$ cat config.mk
export PLATFORM = sky130hd
export DESIGN_NAME = moore_pattern_detector_flat
export DESIGN_NICKNAME = d
export VERILOG_FILES = /design/src/rtl/moore_pattern_detector_if.sv /design/src/rtl/moore_pattern_detector.sv /design/src/flat_wrapper.sv
export SDC_FILE = /design/constraint.sdc
export NUM_CORES = 1
export LEC_CHECK = 0
export BUFFER_PORTS_ARGS = -buffer_cell sky130_fd_sc_hd__buf_2
export CELL_PAD_IN_SITES_DETAIL_PLACEMENT = 0
export CELL_PAD_IN_SITES_GLOBAL_PLACEMENT = 1
export CORE_MARGIN = 5
export CORE_UTILIZATION = 39
export CTS_CLUSTER_SIZE = 12
export DETAILED_ROUTE_END_ITERATION = 12
export PLACE_DENSITY = 0.85
export SYNTH_ARGS = -nofsm -noshare
export SYNTH_HDL_FRONTEND = slang
export SYNTH_SLANG_ARGS = --single-unit
export TNS_END_PERCENT = 100
$ cat constraint.sdc
create_clock -name clk -period 2 [get_ports clk]
set_input_delay 0.1 -clock clk [delete_from_list [all_inputs] [get_ports clk]]
set_output_delay 0.1 -clock clk [all_outputs]
set_load 0.1 [all_outputs]
$ cat src/rtl/moore_pattern_detector_if.sv
// Symbol-stream bus of moore_pattern_detector. The cnt_clr/match_cnt signals are
// present only when MOORE_MATCH_CNT_EN is defined.
interface moore_pattern_detector_if #(
   parameter int SYM_W = 2,
   parameter int LEN   = 4,
   parameter int CNT_W = 8
);
   logic                       in_valid;
   logic [SYM_W-1:0]           in;
   logic [LEN*SYM_W-1:0]       pattern;
   logic                       overlap;
   logic                       out;
   logic [$clog2(LEN+1)-1:0]   state;
`ifdef MOORE_MATCH_CNT_EN
   logic                       cnt_clr;
   logic [CNT_W-1:0]           match_cnt;

   modport master (output in_valid, in, pattern, overlap, cnt_clr,
                   input  out, state, match_cnt);
   modport slave  (input  in_valid, in, pattern, overlap, cnt_clr,
                   output out, state, match_cnt);
`else
   modport master (output in_valid, in, pattern, overlap,
                   input  out, state);
   modport slave  (input  in_valid, in, pattern, overlap,
                   output out, state);
`endif
endinterface

$ cat src/rtl/moore_pattern_detector.sv
// Moore detector for a runtime-programmable LEN-symbol pattern with optional overlap.
// Optional saturating match counter compiled in by MOORE_MATCH_CNT_EN.
module moore_pattern_detector #(
   parameter int SYM_W = 2,
   parameter int LEN   = 4,
   parameter int CNT_W = 8
) (
   input logic                     clk,
   input logic                     rst,
   moore_pattern_detector_if.slave bus
);
   localparam int ST_W = $clog2(LEN+1);
   localparam logic [ST_W-1:0] ST_IDLE  = '0;
   localparam logic [ST_W-1:0] ST_MATCH = ST_W'(LEN);

   // hist[0] is the newest accepted symbol; only the first fill entries are meaningful.
   logic [LEN-1:0][SYM_W-1:0] hist_q, hist_d;
   logic [ST_W-1:0]           fill_q, fill_d;
   logic [ST_W-1:0]           state_q, state_d;
   logic                      hit;

   // NOTE: every variable gets a default first so no path leaves it unassigned (no latches).
   always_comb begin
      hist_d  = hist_q;
      fill_d  = fill_q;
      state_d = state_q;
      hit     = 1'b0;
      if (bus.in_valid) begin
         hist_d[0] = bus.in;
         for (int j = 1; j < LEN; j++) hist_d[j] = hist_q[j-1];
         fill_d  = (fill_q == ST_MATCH) ? ST_MATCH : fill_q + ST_W'(1);
         state_d = ST_IDLE;
         // Ascending scan: the longest prefix that matches the history suffix wins.
         for (int k = 1; k <= LEN; k++) begin
            hit = (ST_W'(k) <= fill_d);
            for (int i = 0; i < k; i++)
               if (hist_d[k-1-i] != bus.pattern[i*SYM_W +: SYM_W]) hit = 1'b0;
            if (hit) state_d = ST_W'(k);
         end
         if (state_d == ST_MATCH && !bus.overlap) fill_d = ST_IDLE;
      end
   end

   // NOTE: sequential state uses non-blocking assignments so all registers update together.
   always_ff @(posedge clk or posedge rst) begin
      if (rst) begin
         state_q <= ST_IDLE;
         fill_q  <= ST_IDLE;
      end else begin
         state_q <= state_d;
         fill_q  <= fill_d;
      end
   end

   // NOTE: history storage is not reset; clearing fill makes its stale contents invisible.
   always_ff @(posedge clk) begin
      hist_q <= hist_d;
   end

   assign bus.out   = (state_q == ST_MATCH);
   assign bus.state = state_q;

`ifdef MOORE_MATCH_CNT_EN
   logic [CNT_W-1:0] cnt_q;

   always_ff @(posedge clk or posedge rst) begin
      if (rst)
         cnt_q <= '0;
      else if (bus.cnt_clr)
         cnt_q <= '0;
      else if (bus.in_valid && state_d == ST_MATCH && cnt_q != '1)
         cnt_q <= cnt_q + CNT_W'(1);
   end

   assign bus.match_cnt = cnt_q;
`endif
endmodule

$ cat src/flat_wrapper.sv
// flat-port wrapper written by rule: the top's interface ports become plain ports
module moore_pattern_detector_flat 
#(
   parameter int SYM_W = 2,
   parameter int LEN   = 4,
   parameter int CNT_W = 8
)
  (clk, rst, bus_in_valid, bus_in, bus_pattern, bus_overlap, bus_out, bus_state);
  moore_pattern_detector_if #(.SYM_W(SYM_W), .LEN(LEN), .CNT_W(CNT_W)) bus_i ();
  input logic clk;
  input logic rst;
  input wire logic [$bits(bus_i.in_valid)-1:0] bus_in_valid;
  input wire logic [$bits(bus_i.in)-1:0] bus_in;
  input wire logic [$bits(bus_i.pattern)-1:0] bus_pattern;
  input wire logic [$bits(bus_i.overlap)-1:0] bus_overlap;
  output wire logic [$bits(bus_i.out)-1:0] bus_out;
  output wire logic [$bits(bus_i.state)-1:0] bus_state;
  assign bus_i.in_valid = bus_in_valid;
  assign bus_i.in = bus_in;
  assign bus_i.pattern = bus_pattern;
  assign bus_i.overlap = bus_overlap;
  assign bus_out = bus_i.out;
  assign bus_state = bus_i.state;
  moore_pattern_detector #(.SYM_W(SYM_W), .LEN(LEN), .CNT_W(CNT_W)) u_core (.clk(clk), .rst(rst), .bus(bus_i));
endmodule
[After elaboration in Yosys (flattened, before gate mapping)]
Index checks and enable logic that the tools add are counted.
Operators by class
  $add $sub $neg: 1
  order comparisons: 4
  equality and inequality tests: 13
  mux-type cells: 21
  reductions and logical operators: 2
Operator list (number)
  != test 2 bit: 10
  two-way mux 1 bit: 15
  two-way mux 3 bit: 4
  == test 3 bit (second input constant): 3
  less-or-equal comparator 2 x 3 -> 1 bit (first input constant): 2
  two-way mux 2 bit: 2
  adder 3 x 1 -> 3 bit (second input constant): 1
  less-or-equal comparator 1 x 3 -> 1 bit (first input constant): 1
  less-or-equal comparator 3 bit (first input constant): 1
  logical AND 1 bit: 1
  logical NOT 1 bit: 1
Word-level totals
  register bits after elaboration: 12
  bits of input ports: 14
  output and inout bits: 4
  logic and storage cells: 46

[Depth between registers and ports, before layout]
  depth after elaboration: 13
  depth in mapped cells: 6
  depth with buffers taken out: 6

[Worst setup path before layout]
OpenSTA, ideal clock, no wires.
  path type: reg-to-output
  from: register u_core.state_q[2] (netlist: u_core.bus.state[2])
  to: output port bus_out
  data arrival time: 3.226 ns
  data required time: 1.900 ns
  setup slack: -1.326 ns
  cell stages (with the launch flop): 2
  path buffers: 0
  cell sequence: dfrtp_1 -> nor3b_1
Between the ends
  word-level cells in the longest chain between the ends: 1
Ends and longest elaborated chain
  from (decl): RTL line moore_pattern_detector.sv:19  | logic [ST_W-1:0] state_q, state_d;
  from (signal assigned): RTL line moore_pattern_detector.sv:50  | state_q <= state_d;
  == test 3 bit: RTL line moore_pattern_detector.sv:60  | assign bus.out = (state_q == ST_MATCH);
  to (decl): RTL line flat_wrapper.sv:16  | output wire logic [$bits(bus_i.out)-1:0] bus_out;
Every way passes these cells.

[Final worst setup path]
  from: register u_core.fill_q[0]
  to: register u_core.fill_q[1]
Between the ends
  word-level cells in the longest chain between the ends: 13
  elaborated cells between the ends (all ways): 29
  those cells by class: add/sub: 1; order compare: 4; eq/ne: 2; mux: 21; reduce/logical: 1
Ends and longest elaborated chain
  from (decl): RTL line moore_pattern_detector.sv:18  | logic [ST_W-1:0] fill_q, fill_d;
  from (signal assigned): RTL line moore_pattern_detector.sv:51  | fill_q <= fill_d;
  adder 3 x 1 -> 3 bit or == test 3 bit (tied branches): RTL line moore_pattern_detector.sv:31  | fill_d = (fill_q == ST_MATCH) ? ST_MATCH : fill_q + ST_W'(1);
  two-way mux 3 bit (*): RTL line moore_pattern_detector.sv:31
  less-or-equal comparator 1 x 3 -> 1 bit (tied with other cells): RTL line moore_pattern_detector.sv:35  | hit = (ST_W'(k) <= fill_d);
  two-way mux 1 bit: RTL line moore_pattern_detector.sv:37  | if (hist_d[k-1-i] != bus.pattern[i*SYM_W +: SYM_W]) hit = 1'b0;
  two-way mux 1 bit, on equally long branches: RTL line moore_pattern_detector.sv:28, moore_pattern_detector.sv:37
  two-way mux 1 bit, on equally long branches: RTL line moore_pattern_detector.sv:38, moore_pattern_detector.sv:28, moore_pattern_detector.sv:37
  two-way mux 2 bit (tied with other cells): RTL line moore_pattern_detector.sv:38  | if (hit) state_d = ST_W'(k);
  two-way mux 2 bit or two-way mux 1 bit (tied branches): RTL line moore_pattern_detector.sv:38, moore_pattern_detector.sv:28
  two-way mux 3 bit: RTL line moore_pattern_detector.sv:38
  two-way mux 3 bit: RTL line moore_pattern_detector.sv:28  | if (bus.in_valid) begin
  == test 3 bit: RTL line moore_pattern_detector.sv:40  | if (state_d == ST_MATCH && !bus.overlap) fill_d = ST_IDLE;
  logical AND 1 bit: RTL line moore_pattern_detector.sv:40
  two-way mux 3 bit (*): RTL line moore_pattern_detector.sv:40
Mark *: on every way between the ends. The rest lies on a longest branch, timed or not. The select of a mux whose other input is x is not followed.
A chain may end at the register's enable or synchronous reset.

==> results by stage <==
Yosys:
- The commonest cells after synthesis are 12 x sky130_fd_sc_hd__xnor2_1, 8 x sky130_fd_sc_hd__xor2_1, 6 x sky130_fd_sc_hd__dfrtp_1, 6 x sky130_fd_sc_hd__edfxtp_1.
- Yosys printed 0 warnings.
- The biggest area contributor in the post-synthesis netlist is sky130_fd_sc_hd__edfxtp_1.
- The top cell type by area accounts for between 20 and 25% of the synthesized area.
- For this run, the leading register cell type out of synthesis is sky130_fd_sc_hd__edfxtp_1.
- The sequential-to-total area share from yosys stat is 44.1%.
- Yosys instantiated no cell more often than sky130_fd_sc_hd__xnor2_1.
- The post-synthesis cell type count is 25.
- The number of enable flip-flop cells after synthesis is 6.
- The share of synthesized flip-flops with an asynchronous set or reset is between 50% and 60%.
- Synthesis handed over a netlist of 70 instances.
- Ranked by total cell area, the synthesized netlist is headed by sky130_fd_sc_hd__edfxtp_1 24%, sky130_fd_sc_hd__dfrtp_1 20%, sky130_fd_sc_hd__xnor2_1 14%, sky130_fd_sc_hd__xor2_1 9.4%, sky130_fd_sc_hd__ha_1 3.3%.
- A synthesized cell averages around 11 µm².
- The cell area after synthesis is 748 µm².
- The total nets after synthesis is 86.
- The number of storage elements in the synthesis netlist is 12.

CTS:
- The clock net in this run drives a total of 12 sinks.
- The number of buffers between clock root and the deepest sink is 2.
- Clock-pin slew was measured on the worst setup and hold paths at roughly 0.070 ns.
- In this run the post-CTS setup repair buffer count came out at 0.
- The root cell of the clock tree is sky130_fd_sc_hd__clkbuf_4.
- The clock latency at the later pin of the worst-skew pair is 0.28 ns.
- The number of CTS-inserted buffers is 3.
- The number of hold-repair buffers added at the cts stage is 1.
- CTS built an H-tree with a depth of 1.
- The number of gates resized after CTS was 0.
- The TritonCTS clock tree is yes.

Run status:
- The flow ran to the end, and the final reports show no timing, DRC or antenna violations.

Global routing:
- The number of global-route vias before repair came to 592.
- The combined global-route utilization of all metal layers is between 10 and 15%.
- The total overflow left after global routing is 0.
- The pin count of the biggest net entering global routing is 16.
- The number of antenna violations at the first check in global routing came to 0.
- The first global-routing pass estimated 2550 µm of wire.

STA:
- The achievable frequency is about 570 MHz.
- The final number of max-transition violations is 0.
- Setup repair after global routing left no endpoint under its margin.
- Of the available clock period, the critical path in the final layout requires between 80% and 90%.
- The transition time at the pin with the least slew margin is slightly below 0.5 ns.
- Summed over all failing endpoints, the final setup total negative slack is 0 ns.
- The time the final worst path needs with I/O delays and setup is between 1.5 and 2 ns.
- The final-report setup violation count is 0.
- The number of hold violations in the final report is 0.
- The worst slew margin relative to its limit is about two thirds.
- The worst clock skew is roughly 0.0071 ns.

Critical path:
- Walking the worst path, the cells encountered are inv_1 > ha_1 > nand3b_1 > nand4_1 > nor4_1 > o22ai_1.
- On the critical path the largest part of the delay comes from simple AND/OR/NAND/NOR gates.
- STA classifies the critical path endpoint as a register.
- The slowest stage of the critical path is the sky130_fd_sc_hd__nor4_1 cell.
- The largest single stage delay on the critical path is ~0.46 ns.
- The worst setup path is launched from a register.
- The number of buffers and inverters on the critical path is 1.
- The start-to-end type of the worst setup path is reg -> reg.
- The required time at the endpoint of the critical path is about 2.1 ns.
- Of all nets on the critical path, the largest fanout is 5.
- The arrival time reported for the critical path endpoint is roughly 1.9 ns.

Route:
- The starting DRC count in detailed routing is 5.
- The count of nets left with antenna violations once routing finished came out at 0.
- The wire length per cell after detailed routing is between 10 and 15 µm.
- After detailed routing, the total wire length is ~1500 µm.
- The first detailed-routing pass ran for 4 iterations.
- The count of unresolved DRC violations after routing is 0.
- Using the TritonRoute via totals, the vias-per-cell ratio works out to between 5 and 6.
- For this block, the via count after detailed routing is between 500 and 600.

Floorplan:
- During I/O placement, the number of pins put on the boundary was 18.
- The core region is 0.00178 mm².
- The cell row count is 15.
- Measured along the x axis, the die boundary spans roughly 54 µm.
- The initial cell density of the core is a little over two fifths.
- The die covers around 0.0029 mm².
- The floorplan step set the die height to approximately 54 µm.

Flow run:
- The total of max-cap violations is 0.

Layout:
- The count of inserted antenna diode cells is 0.
- The post-route netlist has ~27% of its cells at a drive strength greater than 1.
- The number of nets in the final layout is 107.
- The area growth from synthesis to layout is 20.2%.
- After the flow finishes, the layout carries non-filler instances totaling around 110.

Worst hold path:
- The tightest min-delay check is of the in -> reg type.

Pwr:
- Power spread over the standard cell area amounts to 938 mW/mm².
- The leakage power figure is about 0.38 nW.
- The peak ir drop on the vdd network is ~0.00038 V.

Placement:
- The HPWL after detailed placement is roughly 1200 µm.
- After detailed placement, the design holds a cell count of 110.
- The congestion estimate from routability-driven global placement came to about 0.78.
- Port buffering added 17 buffers.
## layer usage
layer / global-route usage [%] / share of wire [%]
met1: 15.1 / 45
met2: 19.4 / 47
met3: 5.26 / 4.8
met4: 5.11 / 3.0
met5: 0 / 0
## path summary, 6_finish.rpt
path | end | startpoint | slack, ns | cells past startpoint
hold reg to reg | u_core.bus.state[2] | u_core.bus.state[2] | 0.50 | 1
setup / recovery | u_core.fill_q[1] | u_core.fill_q[0] | 0.23 | 6
setup reg to reg | u_core.fill_q[1] | u_core.fill_q[0] | 0.23 | 6
min in group asynchronous | u_core.fill_q[2] | rst | 0.27 | 3
max in group asynchronous | u_core.bus.state[2] | rst | 1.53 | 3
hold / removal | u_core.hist_q[1] | bus_in[1] | 0.09 | 1
## layout by cell type, fill, tap and decap left out, drive strengths merged, types with 2 or more instances in the layout
cell	instances
edfxtp	6
nand2	4
nor2	2
a211oi	3
inv	4
nor4	3
nand4	2
a21o	2
xnor2	12
nand3	4
buf	17
clkbuf	3
xor2	8
ha	2
dfrtp	6
o22ai	2
## area by class of cell
cell class | count | area [µm²]
fillers | 173 | 883
multi-input cells | 52 | 405
flip-flops and latches | 12 | 330
repair buffers | 18 | 95.1
well taps | 25 | 31.3
clock buffers | 3 | 22.5
inverters | 4 | 15.0
## logic make-up after synthesis
| kind of cell | Yosys count | synth area share (%) |
|---|---|---|
| xor+xnor | 20 | 23.4 |
| flops | 12 | 44.1 |
| simple gates | 19 | 13.7 |
| compound gates | 11 | 12.2 |
| fa+ha+maj | 2 | 3.34 |
| buf+inv | 6 | 3.18 |
## registers in the layout (all words and copies together) (netlist names)
register          cells
u_core.hist_q         6
u_core.bus.state      3
u_core.fill_q         3
## metrics by stage
stage / total power [mW] / hold slack [ns] / utilization [%] / setup WS [ns] / area, µm²
2_1_floorplan: 0.616 / -0.109 / - / 0.0112 / 759
3_3_place_gp: 0.690 / 0.0161 / 48.6 / 0.298 / 867
3_5_place_dp: 0.693 / 0.0234 / 48.6 / 0.255 / 867
4_1_cts: 0.851 / 0.0912 / 50.5 / 0.237 / 900
5_1_grt: 0.902 / 0.104 / 50.5 / 0.0572 / 900
6_report: 0.844 / 0.0937 / 50.5 / 0.230 / 900
## worst register-to-register path, stage by stage (launching register included)
cell and delay [ns]:
sky130_fd_sc_hd__dfrtp_1 0.39, sky130_fd_sc_hd__inv_1 0.13, sky130_fd_sc_hd__ha_1 0.18, sky130_fd_sc_hd__nand3b_1 0.19
sky130_fd_sc_hd__nand4_1 0.13, sky130_fd_sc_hd__nor4_1 0.46, sky130_fd_sc_hd__o22ai_1 0.15
## power by group
| part | switching (mW) | total, mW | internal [mW] |
|---|---|---|---|
| combinational | 0.204 | 0.351 | 0.147 |
| clock | 0.0799 | 0.150 | 0.0699 |
| sequential | 0.0381 | 0.343 | 0.305 |
(Power assumes the default switching activity.)
